## config.mk

```make
export PLATFORM = sky130hd
export DESIGN_NAME = cpu_fetch_unit
export DESIGN_NICKNAME = d
export VERILOG_FILES = /design/src/rtl/cpu_fetch_unit.sv
export SDC_FILE = /design/constraint.sdc
export NUM_CORES = 1
export LEC_CHECK = 0
export CAP_MARGIN = 30
export CORE_AREA = 2 2 116 118
export DETAILED_ROUTE_END_ITERATION = 16
export DIE_AREA = 0 0 118 120
export HOLD_SLACK_MARGIN = 0.15
export PLACE_DENSITY = 0.89
export SYNTH_ARGS = -nofsm -noshare
export SYNTH_HDL_FRONTEND = slang
export SYNTH_SLANG_ARGS = --single-unit
```

## constraint.sdc

```tcl
create_clock -name clk -period 3.9 [get_ports clk]
set_clock_uncertainty 0.05 [all_clocks]
set_input_delay 0.78 -clock clk [delete_from_list [all_inputs] [get_ports clk]]
set_output_delay 0.78 -clock clk [all_outputs]
set_load 0.05 [all_outputs]
```

## src/rtl/cpu_fetch_unit.sv

```systemverilog
// -----------------------------------------------------------------------------
// cpu_fetch_unit
//   Instruction-fetch stage for a single-issue CPU.
//
//   This block holds the PC and fetches one 32-bit word per instruction from
//   instruction memory using a req/ack handshake. It then presents that word
//   to control and execute as a stable instruction register.
//
//   While EXEC is active, the next PC is chosen from the Jump, Branch, Zero
//   and SEImm results. Only one instruction is in flight at a time, so the
//   FSM simply alternates between FETCH and EXEC.
//
// Ports
//   clk, reset    : clock and synchronous active-high reset
//   IM_Addr       : instruction memory byte address (always the PC)
//   IM_Req        : fetch request, high for every FETCH cycle
//   IM_Ack        : memory returns IM_Data valid this cycle
//   IM_Data       : instruction word from memory
//   Branch, Jump  : decode of the current instruction (from control)
//   Zero          : ALU zero flag (from execute)
//   SEImm         : sign-extended immediate (from execute)
//   Stall         : hold the current instruction in EXEC
//   Instruction   : instruction register
//   Instr_Valid   : high for every EXEC cycle
//   PC, PC_Plus4  : current PC, and PC + 4
// -----------------------------------------------------------------------------
module cpu_fetch_unit #(
    parameter logic [31:0] RESET_PC = 32'h0000_0000
) (
    input  logic        clk,
    input  logic        reset,
    output logic [31:0] IM_Addr,
    output logic        IM_Req,
    input  logic        IM_Ack,
    input  logic [31:0] IM_Data,
    input  logic        Branch,
    input  logic        Jump,
    input  logic        Zero,
    input  logic [31:0] SEImm,
    input  logic        Stall,
    output logic [31:0] Instruction,
    output logic        Instr_Valid,
    output logic [31:0] PC,
    output logic [31:0] PC_Plus4
);

    localparam logic [1:0] ST_RST   = 2'd0;
    localparam logic [1:0] ST_FETCH = 2'd1;
    localparam logic [1:0] ST_EXEC  = 2'd2;

    logic [1:0]  state_q, state_d;
    logic [31:0] pc_q, pc_d;
    logic [31:0] instr_q, instr_d;
    logic [31:0] pc_plus4;
    logic [31:0] next_pc;

    assign pc_plus4 = pc_q + 32'd4;

    // Next-PC selection. Jump has priority over Branch. A shift left by two
    // drops SEImm[31:30], which leaves {SEImm[29:0], 2'b00}. The adders wrap
    // modulo 2^32.
    always_comb begin
        next_pc = pc_plus4;
        if (Jump)
            next_pc = {pc_plus4[31:28], instr_q[25:0], 2'b00};
        else if (Branch && Zero)
            next_pc = pc_plus4 + (SEImm << 2);
    end

    always_comb begin
        state_d = state_q;
        pc_d    = pc_q;
        instr_d = instr_q;
        case (state_q)
            ST_RST: begin
                state_d = ST_FETCH;
            end
            ST_FETCH: begin
                if (IM_Ack) begin
                    instr_d = IM_Data;
                    state_d = ST_EXEC;
                end
            end
            ST_EXEC: begin
                if (!Stall) begin
                    pc_d    = next_pc;
                    state_d = ST_FETCH;
                end
            end
            default: begin
                state_d = ST_RST;
            end
        endcase
    end

    // Reset has priority over everything at the edge. This abandons an
    // in-progress fetch (a coincident ack is dropped) and any pending PC update.
    always_ff @(posedge clk) begin
        if (reset) begin
            state_q <= ST_RST;
            pc_q    <= RESET_PC;
            instr_q <= 32'h0000_0000;
        end else begin
            state_q <= state_d;
            pc_q    <= pc_d;
            instr_q <= instr_d;
        end
    end

    // Handshake outputs are pure state decodes, so no input reaches them
    // combinationally.
    assign IM_Req      = (state_q == ST_FETCH);
    assign Instr_Valid = (state_q == ST_EXEC);
    assign IM_Addr     = pc_q;
    assign PC          = pc_q;
    assign PC_Plus4    = pc_plus4;
    assign Instruction = instr_q;

endmodule
```

==> flow_summary.json <==
{
  "status": "finished clean",
  "p_int_mw": 1.40,
  "fin_nets": 1008,
  "critPathLaunchType": "flop",
  "finalNonFillerCells": 1081,
  "initialDrtViolationCount": 526,
  "avgRoutedWirePerCell_um": 16.8,
  "start_util": 0.396,
  "first_pass_iters": 7,
  "drtAntennaViolNets": 0,
  "clockRootBuffer": "clkbuf_16",
  "avgSynthCellArea_sq_um": 7.34,
  "yosysSeqAreaShare": 0.249,
  "clkSinkCount": 64,
  "die_w_um": 118,
  "end_kind": "primary output",
  "synth_edf_count": 0,
  "r2r_slack_ns": 0.09,
  "power.switching_mw": 0.618,
  "combPwrFrac": 0.256,
  "min_period_ns": 3.85,
  "syn_area_sq_um": 5150,
  "max_cap_viol_count": 0,
  "peakVddDrop_mv": 0.354,
  "synth_top_cell_by_area": "dfxtp_1",
  "whs_ns": 0.403,
  "clk_path_buf_depth": 2,
  "insertion_delay_ns": 0.33,
  "fmax_mhz": 260,
  "leakagePower_nw": 3.33,
  "critPathKind": "reg2out",
  "grt_overflow": 0,
  "netlist_instances": 701,
  "drive_gt1_frac": 0.183,
  "clock_power_share": 0.402,
  "relSlewSlack": 0.536,
  "synthArstFlopShare": 0,
  "p_sw_frac": 0.305,
  "route.detailed.drc": 0,
  "power_density_nw_per_um2": 245,
  "finalCritPeriodShare": 0.987,
  "io-pin-count": 201,
  "path_clk_slew_ns": 0.06,
  "hp-class": "reg2reg",
  "grt_usage": 0.246,
  "vias": 5845,
  "grt_first_pass_wirelength_um": 28000,
  "core_area_sq_um": 13000,
  "placed_cells": 1059,
  "routabilityCongestion": 0.946,
  "cts_tree": "yes",
  "io_buffers": 192,
  "ctsHoldBuffers": 0,
  "ys_ff_latch": 64,
  "worstPathArrival_ns": 3.02,
  "p_seq_frac": 0.342,
  "die_area_sq_um": 14200,
  "numCtsBuffers": 9,
  "ys_warn_count": 0,
  "avgViaCountPerCell": 5.41,
  "synth.distinct_cells": 62,
  "route.final.wire_length_um": 18200,
  "yosys_most_used_dff": "dfxtp_1",
  "place_hpwl_um": 14000,
  "rows": 42,
  "fin_util": 0.635,
  "drv_slew": 0,
  "synth.area.top_cells": "dfxtp_1, nand2_1, ha_1",
  "synth_top_area_share": 0.249,
  "htreeDepth": 3,
  "layout_setup_ws_ns": 0.0511,
  "grt_max_degree": 58,
  "worst_pin_slew_ns": 0.695,
  "place_ws_ns": -0.135,
  "n_antenna_cell": 0,
  "grt_pass1_vias": 5480,
  "die_y_um": 120,
  "crit_required_ns": 3.07,
  "hold_viol_final": 0,
  "area_delta_synth_final_pct": 60.3,
  "setup_viol": 0,
  "cp_max_fo": 5,
  "antenna_found_initial": 0
}
==> cell usage in the layout, fill, tap and decap left out, drive strengths merged, types with 4 or more instances in the layout <==
master         netlist  final
a31oi                6      6
a211oi              11     11
o21bai               7      7
conb                 1      6
nor2b                4      4
clkdlybuf4s50        0    181
buf                 39     73
o21ai               22     22
nor2                59     59
nand2              129    129
nand2b               9      9
xor2                24     24
a21oi               76     76
or3                  5      5
inv                 15     16
o211ai              11     11
nor3                20     20
ha                  36     36
dfxtp               64     64
nand3               14     14
clkbuf              32     10
a221oi               4      4
a2111oi              4      4
and3                 4      4
a21o                21     21
clkinv               1      4
nand4                8      8
xnor2               30     30
==> synth_stat cells (all sizes together), types with 2 or more instances <==
master   count
o21ai       22
a31oi        6
dfxtp       64
a41oi        2
a221oi       4
a211oi      11
nor2b        4
a211o        2
a22oi        3
mux2i        2
and4         3
a21boi       3
o21bai       7
xor2        24
inv         15
or3          5
and3         4
o221ai       3
nand2      129
a21oi       76
nand2b       9
nor3        20
and2         2
o2111ai      2
o211ai      11
xnor2       30
nand4        8
a2111oi      4
buf         39
nor4         3
nand3       14
a32o         3
clkbuf      32
ha          36
o22ai        3
a21o        21
nor2        59
==> final cells by class <==
class	instances	area, sq um
Clock buffer	10	250
Clock inverter	6	55.1
Fill cell	1030	4730
Inverter	16	60.1
Multi-Input combinational cell	555	3930
Sequential cell	64	1340
Tap cell	176	220
Timing Repair Buffer	254	2390
==> path summary, 6_finish.rpt <==
kind / depth (start not counted) / endpoint / start
max: 8 / PC_Plus4[22] / IM_Addr[3]$_SDFFE_PP0P_
min: 2 / Instruction[31]$_SDFFE_PP0P_ / Instruction[31]$_SDFFE_PP0P_
max reg2reg: 16 / IM_Addr[29]$_SDFFE_PP0P_ / IM_Addr[3]$_SDFFE_PP0P_
min reg2reg: 2 / Instruction[31]$_SDFFE_PP0P_ / Instruction[31]$_SDFFE_PP0P_
==> flip-flops by register name (all words and copies together) (netlist names) <==
| signal | cells |
|---|---|
| Instruction | 32 |
| IM_Addr | 30 |
| state_q | 2 |
==> cells by family (layout without fill, tap and decap cells) <==
family,count (synthesis),in the layout,share of synthesized area
xor gates and xnor gates,54,54,0.0919
muxes,2,2,0.00389
AOI/OAI and AO/OA,193,193,0.243
other,1,6,0.000729
adders and majority gates,37,37,0.0914
and+or+nand+nor,263,263,0.230
buffers and inverters,87,286,0.0904
DFF,64,64,0.249
==> power groups by stage <==
stage                     Clock [mW]  Combinational, mW  Sequential, mW
after CTS                      0.818              0.502           0.692
after detailed placement           0              0.498           0.706
after global routing           0.857              0.550           0.695
after floorplan                    0              0.237           0.771
after global placement             0              0.493           0.705
final                          0.813              0.517           0.692
==> stage by stage <==
| stage | area [sq um] | setup TNS [ns] | power [mW] |
|---|---|---|---|
| finish | 8250 | 0 | 2.02 |
| global route | 8250 | -0.276 | 2.10 |
| CTS | 8070 | 0 | 2.01 |
| detailed placement | 7760 | -0.237 | 1.20 |
| global placement | 7760 | -0.104 | 1.20 |
| floorplan | 5600 | -0.191 | 1.01 |
==> critical path, stage by stage, from the launching register on <==
cell             delay, ns
dfxtp_4               0.38
ha_4                  0.15
inv_1                 0.07
or3_4                 0.41
buf_4                 0.16
nor4_4                0.35
xor2_4                0.23
buf_4                 0.14
clkdlybuf4s50_1       0.79
==> metal layers <==
layer	track usage	up-vias	wire, um
met1	0.322	2682	7760
li1	-	2837	-
met5	0	-	0
met2	0.396	279	8340
met3	0.0528	47	1500
met4	0.0979	0	600
==> timing repair <==
item | CTS | global route
gates resized for setup | 1 | 27
endpoints found under the setup margin | 1 | 10
hold endpoints to repair | 0 | 0
pin swaps | 0 | 7
setup buffers | 0 | 6
Note: power is estimated with default switching activity, not from simulation.
